**config.mk**
```make
export PLATFORM = sky130hd
export DESIGN_NAME = note_sequencer
export DESIGN_NICKNAME = d
export VERILOG_FILES = /design/src/rtl/note_sequencer.sv
export SDC_FILE = /design/constraint.sdc
export NUM_CORES = 1
export LEC_CHECK = 0
export ABC_AREA = 1
export CORE_UTILIZATION = 50
export DETAILED_ROUTE_END_ITERATION = 7
export DONT_BUFFER_PORTS = 1
export PLACE_DENSITY = 0.76
export SLEW_MARGIN = 20
export SYNTH_ARGS = -nofsm -noshare
export SYNTH_HDL_FRONTEND = slang
export SYNTH_SLANG_ARGS = --single-unit
```
**constraint.sdc**
```tcl
create_clock -name CLK -period 8.8 [get_ports CLK]
set_input_delay 0.88 -clock CLK [delete_from_list [all_inputs] [get_ports CLK]]
set_output_delay 0.88 -clock CLK [all_outputs]
set_load 0.01 [all_outputs]
```
**src/rtl/note_sequencer.sv**
```systemverilog
// note_sequencer: buffers {tone, vol, dur} notes in a FIFO and plays them
// one after another to a tone generator, counting each note's length in
// ticks of TICK_DIV clock cycles.
// Optional feature: define NOTE_SEQ_GAP_EN to insert GAP_TICKS silent ticks
// after every played note (GAP state). Without it, notes are separated only
// by the single LOAD cycle.
module note_sequencer #(
    parameter int TICK_DIV   = 1000000,
    parameter int FIFO_DEPTH = 16,
    parameter int GAP_TICKS  = 1
) (
    input  logic       CLK,
    input  logic       RST_N,
    input  logic       WR_EN,
    input  logic [5:0] WR_TONE,
    input  logic [3:0] WR_VOL,
    input  logic [7:0] WR_DUR,
    input  logic       START,
    input  logic       STOP,
    output logic [5:0] TONE,
    output logic [3:0] VOL,
    output logic       BUSY,
    output logic       FULL,
    output logic       EMPTY,
    output logic       NOTE_DONE,
    output logic       OVF
);

    localparam int AW = $clog2(FIFO_DEPTH);
    localparam int CW = AW + 1;
    localparam logic [CW-1:0] DEPTH_C    = CW'(FIFO_DEPTH);
    localparam logic [23:0]   PRESC_LAST = 24'(TICK_DIV - 1);
    localparam logic [23:0]   PRESC_NEAR = 24'(TICK_DIV - 2);

    // Reject out-of-range configurations at elaboration time
    if (TICK_DIV < 2 || TICK_DIV > 16777215) begin : g_bad_tick_div
        $error("note_sequencer: TICK_DIV out of range");
    end
    if (FIFO_DEPTH < 2 || FIFO_DEPTH > 64 || (1 << AW) != FIFO_DEPTH) begin : g_bad_depth
        $error("note_sequencer: FIFO_DEPTH must be a power of two in 2..64");
    end
    if (GAP_TICKS < 1 || GAP_TICKS > 255) begin : g_bad_gap
        $error("note_sequencer: GAP_TICKS out of range");
    end

    typedef enum logic [1:0] {
        IDLE = 2'd0,
        LOAD = 2'd1,
        PLAY = 2'd2
`ifdef NOTE_SEQ_GAP_EN
        , GAP = 2'd3
`endif
    } state_t;

    state_t state, state_next;

    logic [17:0]   mem [FIFO_DEPTH];
    logic [AW-1:0] wr_ptr, rd_ptr, rd_ptr_inc;
    logic [CW-1:0] count, count_next;
    logic          push, pop;
    logic [5:0]    head_tone;
    logic [3:0]    head_vol;
    logic [7:0]    head_dur, peek_dur;

    logic [23:0]   presc;
    logic [7:0]    rem;
    logic          seg_end;

    logic [5:0]    tone_next;
    logic [3:0]    vol_next;
    logic          done_next;

    assign {head_tone, head_vol, head_dur} = mem[rd_ptr];
    assign rd_ptr_inc = rd_ptr + AW'(1);
    assign push       = WR_EN && (count != DEPTH_C);
    assign pop        = (state == LOAD) && !STOP;
    assign count_next = count + CW'(push) - CW'(pop);
    assign seg_end    = (rem == 8'd1) && (presc == PRESC_LAST);

    // Duration of the entry that will sit at the FIFO head next cycle,
    // bypassing the write port when that entry is being written right now
    always_comb begin
        peek_dur = head_dur;
        if (pop) begin
            peek_dur = (count == CW'(1)) ? WR_DUR : mem[rd_ptr_inc][7:0];
        end else if (count == '0) begin
            peek_dur = WR_DUR;
        end
    end

    // Note storage; data only, not reset
    always_ff @(posedge CLK) begin
        if (push) begin
            mem[wr_ptr] <= {WR_TONE, WR_VOL, WR_DUR};
        end
    end

    // FIFO pointers and occupancy
    always_ff @(posedge CLK) begin
        if (!RST_N) begin
            wr_ptr <= '0;
            rd_ptr <= '0;
            count  <= '0;
        end else begin
            if (push) wr_ptr <= wr_ptr + AW'(1);
            if (pop)  rd_ptr <= rd_ptr_inc;
            count <= count_next;
        end
    end

    // FSM state register
    always_ff @(posedge CLK) begin
        if (!RST_N) state <= IDLE;
        else        state <= state_next;
    end

    // FSM next-state logic; STOP overrides everything
    always_comb begin
        state_next = state;
        case (state)
            IDLE: if (START && count != '0) state_next = LOAD;
            LOAD: begin
                if (head_dur == 8'd0) state_next = (count_next != '0) ? LOAD : IDLE;
                else                  state_next = PLAY;
            end
            PLAY: begin
`ifdef NOTE_SEQ_GAP_EN
                if (seg_end) state_next = GAP;
`else
                if (seg_end) state_next = (count_next != '0) ? LOAD : IDLE;
`endif
            end
`ifdef NOTE_SEQ_GAP_EN
            GAP:  if (seg_end) state_next = (count_next != '0) ? LOAD : IDLE;
`endif
            default: state_next = IDLE;
        endcase
        if (STOP) state_next = IDLE;
    end

    // Tick prescaler and remaining-tick counter for PLAY and GAP
    always_ff @(posedge CLK) begin
        if (!RST_N) begin
            presc <= '0;
            rem   <= '0;
        end else if (state == LOAD && state_next == PLAY) begin
            presc <= '0;
            rem   <= head_dur;
`ifdef NOTE_SEQ_GAP_EN
        end else if (state == PLAY && state_next == GAP) begin
            presc <= '0;
            rem   <= 8'(GAP_TICKS);
`endif
        end else if (state_next == state && state != IDLE && state != LOAD) begin
            if (presc == PRESC_LAST) begin
                presc <= '0;
                rem   <= rem - 8'd1;
            end else begin
                presc <= presc + 24'd1;
            end
        end
    end

    // FSM output logic: values the output registers take next cycle
    always_comb begin
        tone_next = '0;
        vol_next  = '0;
        if (state_next == PLAY) begin
            if (state == LOAD) begin
                tone_next = head_tone;
                vol_next  = head_vol;
            end else begin
                tone_next = TONE;
                vol_next  = VOL;
            end
        end
        // Pulse lands on the last PLAY cycle, or on the LOAD of a skipped note
        done_next = ((state == PLAY) && (state_next == PLAY) &&
                     (rem == 8'd1) && (presc == PRESC_NEAR)) ||
                    ((state_next == LOAD) && (peek_dur == 8'd0));
    end

    // Output registers
    always_ff @(posedge CLK) begin
        if (!RST_N) begin
            TONE      <= '0;
            VOL       <= '0;
            BUSY      <= 1'b0;
            FULL      <= 1'b0;
            EMPTY     <= 1'b1;
            NOTE_DONE <= 1'b0;
            OVF       <= 1'b0;
        end else begin
            TONE      <= tone_next;
            VOL       <= vol_next;
            BUSY      <= (state_next != IDLE);
            FULL      <= (count_next == DEPTH_C);
            EMPTY     <= (count_next == '0);
            NOTE_DONE <= done_next;
            OVF       <= OVF || (WR_EN && count == DEPTH_C);
        end
    end

endmodule

```
==> results.sh, run 1 <==
export IMPL_hp_class="in2reg"
export IMPL_drt_drc_violations_left=0
export IMPL_initial_antenna_violation_count=0
export IMPL_layoutNonFillerInstCount=1896
export IMPL_number_of_detailed_routing_iterations_run_before_antenna_repair=5
export IMPL_seq_area_frac_synth=0.643
export IMPL_hpwlAfterDp_um=22500
export IMPL_period_utilisation_layout=0.503
export IMPL_clockBufferDepth=3
export IMPL_buffer_cell_driving_the_clock_tree_root="sky130_fd_sc_hd__clkbuf_16"
export IMPL_start_kind="flop"
export IMPL_worst_setup_path_startpoint="rd_ptr[0]"
export IMPL_portBuffers=0
export IMPL_critical_path_reg2reg_endpoint="NOTE_DONE"
export IMPL_clock_transition_at_path_regs_ns=0.06
export IMPL_area_delta_synth_final_pct=9.69
export IMPL_grt_start_max_net_pins=86
export IMPL_insertion_delay_ns=0.53
export IMPL_timing_rr_start="rd_ptr[0]"
export IMPL_power_leakage_nw=5.99
export IMPL_post_synth_inst_count=1486
export IMPL_die_w_um=178
export IMPL_timing_hold_worst_path_depth=1
export IMPL_cp_arrival_ns=4.88
export IMPL_worst_r2r_cell_count=12
export IMPL_final_min_clock_period_ns=4.43
export IMPL_hold_start="RST_N"
export IMPL_data_required_time_at_the_worst_endpoint_ns=9.25
export IMPL_detail_route_antenna_nets=0
export IMPL_wl_per_cell_um=19.9
export IMPL_grt_use_total=0.244
export IMPL_cts_resized_gates=0
export IMPL_num_vias=11272
export IMPL_cts_sinks=354
export IMPL_worst_margin_slew_ns=1.17
export IMPL_slew_headroom=0.221
export IMPL_detailed_route_wire_length_um=37800
export IMPL_place_inst=1828
export IMPL_timing_critical_path_to_type="flop"
export IMPL_grt_overflow_total=0
export IMPL_start_util=0.507
export IMPL_vias_per_cell=5.95
export IMPL_floorplan_rows=64
export IMPL_cts_hold_repair_buffers=0
export IMPL_synth_cell_types=47
export IMPL_final_layout_size_suffix_gt1_frac=0.0820
export IMPL_mappedNetlistNets=1525
export IMPL_hold_crit_endpoint="EMPTY"
export IMPL_timing_worst_setup_path_type="reg2reg"
export IMPL_grt_setup_unrepaired="no"
export IMPL_clock_skew_final_ns=0.0202
export IMPL_synth_warning_count=0
export IMPL_postSynthRegisterBits=354
export IMPL_max_vdd_ir_drop_mv=0.200
export IMPL_run_status="completed"
export IMPL_critical_path_peak_fanout=29
export IMPL_worst_r2r_setup_slack_ns=4.37
export IMPL_cts_tree="yes"
export IMPL_power_density_nw_per_um2=225
export IMPL_post_cts_buffers=0
export IMPL_cap_violations=0
export IMPL_tritoncts_num_buffers=37
export IMPL_place_gp_congestion=0.903
export IMPL_io_pins=38
export IMPL_fill_cell_total_of_the_finished_layout=2522
export IMPL_floorplan_core_area_sq_um=30600
export IMPL_nets=1510
export IMPL_die_area_sq_um=31700
export IMPL_maxSlewViolCount=0
export IMPL_setup_failing_eps_final=0
export IMPL_fp_dieH_um=178
export IMPL_htree_num_levels=2
export IMPL_grt_pass1_vias=10939
export IMPL_drtIter0Drc=1479
export IMPL_hold_viol_final=0
export IMPL_post_synth_cell_area_avg_sq_um=10.4
export IMPL_setup_tns_final_ns=0
export IMPL_cell_area_after_synthesis_sq_um=15500
export IMPL_grt_pass1_wl_um=59100
export IMPL_antenna_cells=0
export IMPL_fmaxAchievable_mhz=226
worst max path at each step:
stage                           end  slack (ns)  cells past startpoint
after floorplan           NOTE_DONE        5.72                     18
after global placement    NOTE_DONE        4.67                     12
after detailed placement  NOTE_DONE        4.61                     12
after CTS                 NOTE_DONE        4.57                     12
after global routing           BUSY        4.22                     19
final                     NOTE_DONE        4.37                     12
cell families after synthesis:
| logic type | share of synthesized area |
|---|---|
| DFF | 0.643 |
| AOI/OAI and AO/OA | 0.101 |
| xor gates and xnor gates | 0.00904 |
| buffers and inverters | 0.0561 |
| adders and majority gates | 0.0134 |
| and+or+nand+nor | 0.178 |
routing by layer:
layer / GRT usage / part of all wire / wire length [um] / up-vias
met5: 0 / 0 / 0 / -
met4: 0.105 / 0.039 / 1460 / 0
met3: 0.0394 / 0.083 / 3130 / 118
met2: 0.404 / 0.48 / 18100 / 582
met1: 0.318 / 0.40 / 15100 / 5396
li1: - / - / - / 5176
state kept, by name, indices dropped and copies added (netlist names), named ones only:
register   cells
EMPTY          1
OVF            1
rd_ptr         4
NOTE_DONE      1
rem            8
VOL            4
FULL           1
wr_ptr         4
state          2
count          5
BUSY           1
mem          288
TONE           6
presc         24
through the flow:
stage	worst slack, ns	instance area, sq um	util	power [mW]	hold slack, ns
3_5_place_dp	4.61	15800	0.518	2.35	0.467
5_1_grt	4.22	17000	0.556	3.95	0.425
4_1_cts	4.57	17000	0.556	3.83	0.413
6_report	4.37	17000	0.556	3.83	0.432
2_1_floorplan	5.72	15500	-	2.24	0.423
3_3_place_gp	4.67	15800	0.518	2.34	0.440
power breakdown:
group	internal, mW	switching [mW]
clock network	0.861	0.639
logic	0.132	0.279
registers	1.87	0.0426
total	2.87	0.961
placed cells by master (no fill, tap or decap), drive strengths merged, types with 2 or more instances in the layout:
| master | netlist | layout |
|---|---|---|
| clkinv | 3 | 15 |
| a211oi | 2 | 2 |
| clkbuf | 45 | 50 |
| o21ai | 148 | 148 |
| nand3b | 2 | 2 |
| nand4 | 11 | 11 |
| o221ai | 35 | 35 |
| o211ai | 10 | 10 |
| nor4 | 8 | 8 |
| clkinvlp | 0 | 3 |
| o22ai | 14 | 14 |
| nand2 | 210 | 210 |
| o31ai | 11 | 11 |
| a21oi | 28 | 28 |
| buf | 30 | 21 |
| xor2 | 8 | 8 |
| ha | 15 | 15 |
| nor3 | 36 | 36 |
| xnor2 | 8 | 8 |
| nor3b | 2 | 2 |
| and3 | 2 | 2 |
| edfxtp | 288 | 288 |
| or2 | 12 | 12 |
| inv | 130 | 131 |
| dfxtp | 66 | 66 |
| nor2 | 206 | 206 |
| nand3 | 148 | 148 |
| bufinv | 0 | 2 |
critical path: stages, from the launching register on:
cell and delay (ns):
sky130_fd_sc_hd__dfxtp_1 0.98, sky130_fd_sc_hd__ha_1 1.05, sky130_fd_sc_hd__clkinv_1 0.68, sky130_fd_sc_hd__buf_4 0.44
sky130_fd_sc_hd__o31ai_1 0.34, sky130_fd_sc_hd__nand4_1 0.15, sky130_fd_sc_hd__nand2_1 0.08, sky130_fd_sc_hd__nand3_1 0.13
sky130_fd_sc_hd__nand3_1 0.12, sky130_fd_sc_hd__nand2_1 0.08, sky130_fd_sc_hd__nand2_1 0.06, sky130_fd_sc_hd__nand3_1 0.09
sky130_fd_sc_hd__o21bai_1 0.14
Yosys cell counts, drive strengths merged:
cell,instances,area share
fa,1,0.0013
o21ai,148,0.050
dfxtp,66,0.085
o211ai,10,0.0048
nor2,206,0.051
clkbuf,45,0.011
or2,12,0.0048
o21a,1,0.00048
nor4b,1,0.00056
o221ai,35,0.020
o31ai,11,0.0053
a21boi,1,0.00048
ha,15,0.012
a31oi,1,0.00040
o22ai,14,0.0056
nor3b,2,0.00097
and3,2,0.00081
inv,130,0.031
clkinv,3,0.00073
nand3,148,0.048
a21oi,28,0.011
buf,30,0.013
nor3,36,0.012
edfxtp,288,0.56
a221oi,1,0.00056
nand4,11,0.0044
nand2,210,0.052
xor2,8,0.0045
xnor2,8,0.0045
o21bai,1,0.00048
a211oi,2,0.00097
nor4,8,0.0032
a41oi,1,0.00056
nand3b,2,0.00097
final cells by class:
type                    instances  area (sq um)  share of cell area
clock buffers                  50           995              0.0585
clock inverters                18           171              0.0101
inverters                     133           500              0.0294
multi-input cells             924          4720               0.277
flip-flops and latches        354          9970               0.586
well taps                     396           495              0.0291
repair buffers                 21           158             0.00927
No activity file was read; power rests on OpenSTA's default activity.
==> inputs of run 2 (changes only) <==
Clock period 8.8 ns to 4.3 ns, I/O delays scaled along.
==> run 2 against run 1 <==
Effect of this change:
- sequential share of layout area shrank 0.76 points
- core utilization grew 0.73 points
- clock power grew 100%
- first-iteration DRC count shrank 16%
- die area is the same
- flip-flop and latch count is the same
- clock-buffer cell count shrank 2
- design area grew 1.3%
- power grew 100%
- combinational power grew 120%
- final cell count grew 1.4%
- critical endpoint is now BUSY
==> results.sh, run 2 (synthesized netlist as in run 1, its figures left out) <==
export IMPL_run_status="completed"
export IMPL_total_switching_power_mw=1.99
export IMPL_fp_dieH_um=178
export IMPL_grt_pass1_wl_um=58400
export IMPL_hold_viol_final=0
export IMPL_setup_failing_eps_final=0
export IMPL_hp_class="in2reg"
export IMPL_route_met3_wl_um=3440
export IMPL_comb_power_share=0.118
export IMPL_clock_power_share=0.384
export IMPL_vias_per_cell=5.86
export IMPL_initial_antenna_violation_count=0
export IMPL_grt_use_total=0.244
export IMPL_clockBufferDepth=3
export IMPL_start_util=0.507
export IMPL_route_layer_met1_wl_um=14800
export IMPL_floorplan_rows=64
export IMPL_power_share_switching=0.254
export IMPL_post_cts_buffers=0
export IMPL_slew_headroom=0.424
export IMPL_portBuffers=0
export IMPL_final_layout_size_suffix_gt1_frac=0.0845
export IMPL_die_w_um=178
export IMPL_clock_skew_final_ns=0.0188
export IMPL_num_vias=11268
export IMPL_detail_route_antenna_nets=0
export IMPL_drtIter0Drc=1238
export IMPL_max_vdd_ir_drop_mv=0.434
export IMPL_worst_margin_slew_ns=0.863
export IMPL_cap_violations=0
export IMPL_htree_num_levels=2
export IMPL_grt_start_max_net_pins=85
export IMPL_grt_setup_unrepaired="no"
export IMPL_die_area_sq_um=31700
export IMPL_period_utilisation_layout=0.769
export IMPL_start_kind="flop"
export IMPL_preCtsSetupSlack_ns=1.04
export IMPL_cp_arrival_ns=3.70
export IMPL_design_power_total_mw=7.82
export IMPL_wire_length_on_met2_um=18700
export IMPL_io_pins=38
export IMPL_detailed_route_wire_length_um=38100
export IMPL_cts_sinks=354
export IMPL_cts_tree="yes"
export IMPL_wl_per_cell_um=19.8
export IMPL_layout_cells_most_common_list="sky130_fd_sc_hd__edfxtp_1, sky130_fd_sc_hd__nand2_1, sky130_fd_sc_hd__nor2_1, sky130_fd_sc_hd__nand3_1, sky130_fd_sc_hd__o21ai_0"
export IMPL_area_delta_synth_final_pct=11.1
export IMPL_seq_power_share=0.498
export IMPL_antenna_cells=0
export IMPL_power_leakage_nw=6.11
export IMPL_nets=1538
export IMPL_power_density_nw_per_um2=454
export IMPL_fmaxAchievable_mhz=303
export IMPL_largest_register_ff_count=288
export IMPL_most_frequent_standard_cell_in_the_layout_excluding_fill_and_tap_cells="sky130_fd_sc_hd__edfxtp_1"
export IMPL_registers_top_by_ff_count="mem"
export IMPL_cts_resized_gates=0
export IMPL_grt_pass1_vias=10939
export IMPL_cellInternalPower_mw=5.83
export IMPL_maxSlewViolCount=0
export IMPL_tritoncts_num_buffers=37
export IMPL_final_min_clock_period_ns=3.31
export IMPL_topRoutingLayerUsed="met4"
export IMPL_number_of_detailed_routing_iterations_run_before_antenna_repair=5
export IMPL_floorplan_core_area_sq_um=30600
export IMPL_buffer_cell_driving_the_clock_tree_root="sky130_fd_sc_hd__clkbuf_16"
export IMPL_grt_overflow_total=0
export IMPL_finalWorstSetupSlack_ns=0.995
export IMPL_timing_worst_setup_path_type="reg2reg"
export IMPL_hpwlAfterDp_um=21700
export IMPL_insertion_delay_ns=0.54
export IMPL_setup_tns_final_ns=0
export IMPL_critical_path_peak_fanout=22
export IMPL_clock_transition_at_path_regs_ns=0.06
export IMPL_place_gp_congestion=0.885
export IMPL_timing_critical_path_to_type="flop"
export IMPL_data_required_time_at_the_worst_endpoint_ns=4.69
export IMPL_largestRegisters="mem: 288 flops, presc: 24 flops, rem: 8 flops"
export IMPL_cts_hold_repair_buffers=19
export IMPL_drt_drc_violations_left=0
## run 2: cell count changes in the layout (fill, tap and decap cells not counted), moves of 2 or more
cell	before	now
sky130_fd_sc_hd__clkbuf_1	11	9
sky130_fd_sc_hd__clkinvlp_4	3	0
sky130_fd_sc_hd__buf_4	21	30
sky130_fd_sc_hd__clkinv_1	6	10
sky130_fd_sc_hd__dlygate4sd3_1	0	19
sky130_fd_sc_hd__clkinv_2	7	10
## run 2: layer usage
layer	up-vias	track usage
li1	5232	-
met1	5425	0.300
met2	506	0.419
met3	105	0.0475
met4	0	0.103
met5	-	0
## run 2: worst paths after layout
path                    end  cells after the start  slack (ns)      start
setup / recovery       BUSY                     17        0.99   state[0]
hold / removal    wr_ptr[3]                      2        0.02      RST_N
setup reg to reg       BUSY                     17        0.99   state[0]
hold reg to reg   presc[23]                      1        0.45  presc[23]
## run 2: cell type report
type / count / area [sq um]
fillers: 2498 / 13400
flip-flops and latches: 354 / 9970
multi-input cells: 924 / 4710
clock buffers: 48 / 998
inverters: 133 / 500
well taps: 396 / 495
repair buffers: 49 / 415
clock inverters: 19 / 138
## run 2: metrics by stage
stage,utilization,std cells,hold WS [ns],area (sq um)
detailed placement,0.520,1837,0.444,15900
floorplan,-,1486,0.423,15500
global route,0.563,1923,0.0238,17200
global placement,0.520,1837,0.443,15900
CTS,0.563,1923,0.00331,17200
finish,0.563,1923,0.0189,17200
## run 2: power by group through the flow
stage	registers, mW	clock network (mW)	logic, mW
after global routing	3.91	3.17	1.02
after detailed placement	3.97	0	0.850
after CTS	3.90	3.02	0.911
after global placement	3.97	0	0.830
after floorplan	3.95	0	0.635
final	3.90	3.00	0.922
## run 2: worst max-delay path, cell delays in order, from the launching register on
cell	delay, ns
sky130_fd_sc_hd__dfxtp_1	0.33
sky130_fd_sc_hd__inv_1	0.07
sky130_fd_sc_hd__nor2_2	0.08
sky130_fd_sc_hd__buf_4	0.28
sky130_fd_sc_hd__nand2_1	0.23
sky130_fd_sc_hd__inv_1	0.28
sky130_fd_sc_hd__ha_1	0.28
sky130_fd_sc_hd__inv_1	0.06
sky130_fd_sc_hd__ha_1	0.16
sky130_fd_sc_hd__inv_1	0.06
sky130_fd_sc_hd__fa_1	0.39
sky130_fd_sc_hd__xnor2_1	0.16
sky130_fd_sc_hd__nor3b_1	0.28
sky130_fd_sc_hd__nand3_1	0.17
sky130_fd_sc_hd__nand3_1	0.11
sky130_fd_sc_hd__nand3_1	0.07
sky130_fd_sc_hd__nand3_1	0.11
sky130_fd_sc_hd__nand2_1	0.06
==> inputs of run 3 (changes only) <==
Settings changed: PLACE_DENSITY 0.76 to 0.79.
Clock period 4.3 ns to 2.8 ns, I/O delays scaled along.
==> run 3 against run 2 <==
Effect of this change:
- the run now ends with negative hold slack left
- combinational power increased by 110%
- critical path depth increased by 4
- core utilization increased by 3.1 points
- power increased by 63%
- critical path type unchanged
==> results.sh, run 3 (synthesized netlist as in run 1, its figures left out) <==
export IMPL_number_of_detailed_routing_iterations_run_before_antenna_repair=6
export IMPL_power_density_nw_per_um2=702
export IMPL_run_status="finished, violations left"
export IMPL_floorplan_core_area_sq_um=30600
export IMPL_insertion_delay_ns=0.53
export IMPL_topRoutingLayerUsed="met4"
export IMPL_comb_power_share=0.152
export IMPL_grt_use_total=0.257
export IMPL_cts_hold_repair_buffers=35
export IMPL_cap_violations=0
export IMPL_largestRegisters="mem: 288 flops, presc: 24 flops, rem: 8 flops"
export IMPL_htree_num_levels=2
export IMPL_route_met3_wl_um=4430
export IMPL_largest_register_ff_count=288
export IMPL_initial_antenna_violation_count=0
export IMPL_layoutNonFillerInstCount=1988
export IMPL_clock_transition_at_path_regs_ns=0.06
export IMPL_data_required_time_at_the_worst_endpoint_ns=3.20
export IMPL_fmaxAchievable_mhz=362
export IMPL_power_share_switching=0.257
export IMPL_final_min_clock_period_ns=2.76
export IMPL_hpwlAfterDp_um=23600
export IMPL_critical_path_top_cell_by_count="sky130_fd_sc_hd__inv_2"
export IMPL_buffer_cell_driving_the_clock_tree_root="sky130_fd_sc_hd__clkbuf_16"
export IMPL_power_leakage_nw=6.51
export IMPL_place_inst=1873
export IMPL_nets=1605
export IMPL_detail_route_antenna_nets=0
export IMPL_antenna_cells=0
export IMPL_cp_top_family="simple AND/OR/NAND/NOR gates"
export IMPL_start_kind="flop"
export IMPL_registers_top_by_ff_count="mem"
export IMPL_drt_drc_violations_left=0
export IMPL_clock_power_share=0.378
export IMPL_hold_viol_final=7
export IMPL_critical_path_slowest_cell="sky130_fd_sc_hd__fa_2"
export IMPL_setup_tns_final_ns=0
export IMPL_io_pins=38
export IMPL_tritoncts_num_buffers=36
export IMPL_cts_tree="yes"
export IMPL_timing_worst_setup_path_type="reg2reg"
export IMPL_start_util=0.507
export IMPL_clock_skew_final_ns=0.0242
export IMPL_max_vdd_ir_drop_mv=0.556
export IMPL_grt_setup_unrepaired="yes"
export IMPL_maxSlewViolCount=0
export IMPL_cts_sinks=354
export IMPL_clockBufferDepth=3
export IMPL_hp_class="in2reg"
export IMPL_hold_slack_ns=-0.161
export IMPL_place_gp_congestion=0.890
export IMPL_most_frequent_standard_cell_in_the_layout_excluding_fill_and_tap_cells="sky130_fd_sc_hd__edfxtp_1"
export IMPL_route_layer_met1_wl_um=15900
export IMPL_finalWorstSetupSlack_ns=0.0359
export IMPL_largest_incremental_delay_on_the_critical_path_ns=0.36
export IMPL_vias_per_cell=6.01
export IMPL_grt_pass1_vias=11341
export IMPL_period_utilisation_layout=0.987
export IMPL_worst_margin_slew_ns=0.888
export IMPL_timing_critical_path_to_type="flop"
export IMPL_die_area_sq_um=31700
export IMPL_cp_cell_sequence="inv_2 > ha_4 > inv_2 > nor4_4 > inv_1 > nand2_2 > ha_4 > inv_4 > ha_4 > inv_2 > fa_2 > inv_2 > a21oi_2 > nor2_1 > nor2_1 > xor2_1 > nand3_1 > nand4_1 > nand3_1 > nand3_2 > o21bai_1"
export IMPL_seq_power_share=0.470
export IMPL_grt_pass1_wl_um=61900
export IMPL_preCtsSetupSlack_ns=-0.197
export IMPL_violations="negative hold slack"
export IMPL_worstPathBufferInverterCount=6
export IMPL_grt_overflow_total=0
export IMPL_num_vias=11945
export IMPL_layout_cells_most_common_list="sky130_fd_sc_hd__edfxtp_1, sky130_fd_sc_hd__nand2_1, sky130_fd_sc_hd__nor2_1, sky130_fd_sc_hd__nand3_1, sky130_fd_sc_hd__o21ai_0"
export IMPL_wire_length_on_met2_um=19600
export IMPL_wl_per_cell_um=20.9
export IMPL_design_power_total_mw=12.8
export IMPL_total_area_of_multi_input_combinational_cells_sq_um=4860
export IMPL_detailed_route_wire_length_um=41500
export IMPL_fill_cell_total_of_the_finished_layout=2384
export IMPL_seq_area_sq_um=9980
export IMPL_total_switching_power_mw=3.27
export IMPL_area_delta_synth_final_pct=17.2
export IMPL_final_layout_size_suffix_gt1_frac=0.138
export IMPL_portBuffers=0
export IMPL_slew_headroom=0.403
export IMPL_critical_path_peak_fanout=3
export IMPL_floorplan_rows=64
export IMPL_drtIter0Drc=1643
export IMPL_fp_dieH_um=178
export IMPL_die_w_um=178
export IMPL_cellInternalPower_mw=9.48
export IMPL_setup_failing_eps_final=0
export IMPL_cp_arrival_ns=3.16
export IMPL_grt_start_max_net_pins=85
-- run 3: cell count changes in the layout (fill, tap and decap cells not counted), sizes merged --
cell         delta
dlygate4sd3    +15
bufinv          +2
clkinvlp        +3
clkinv          -9
clkbuf          +5
buf            +49
-- run 3: path summary, 6_finish.rpt --
path / end / depth (start not counted) / slack (ns) / startpoint
setup / recovery: NOTE_DONE / 21 / 0.04 / count[2]
hold / removal: EMPTY / 1 / -0.16 / RST_N
setup reg to reg: NOTE_DONE / 21 / 0.04 / count[2]
hold reg to reg: presc[23] / 1 / 0.46 / presc[23]
-- run 3: metal layers --
layer / global-route usage / vias to the layer above
met4: 0.119 / 0
met1: 0.336 / 5686
met5: 0 / -
met3: 0.0522 / 128
met2: 0.412 / 757
li1: - / 5374
-- run 3: repair_timing --
| action | in CTS | in global routing |
|---|---|---|
| endpoints found under the setup margin | 5 | 36 |
| pin swaps | 13 | 16 |
| endpoints found under the hold margin | 314 | 4 |
| setup buffers | 6 | 5 |
| resized for setup | 18 | 36 |
| gates cloned | 0 | 6 |
-- run 3: metrics by stage --
stage	util	area (sq um)
2_1_floorplan	-	15500
3_3_place_gp	0.532	16300
3_5_place_dp	0.532	16300
6_report	0.594	18200
5_1_grt	0.594	18200
4_1_cts	0.586	17900
-- run 3: cell type report --
cell class	count	area share
Sequential cell	354	0.549
Timing Repair Buffer	117	0.0631
Inverter	133	0.0279
Tap cell	396	0.0273
Clock inverter	15	0.00936
Multi-Input combinational cell	924	0.268
Clock buffer	49	0.0557
-- run 3: power groups by stage --
stage                     combinational, mW  sequential [mW]  clock [mW]
after global routing                   2.09             6.01        5.05
final                                  1.94             5.99        4.82
after CTS                              1.77             5.99        4.86
after detailed placement               1.51             6.09           0
after global placement                 1.47             6.08           0
after floorplan                       0.976             6.07           0
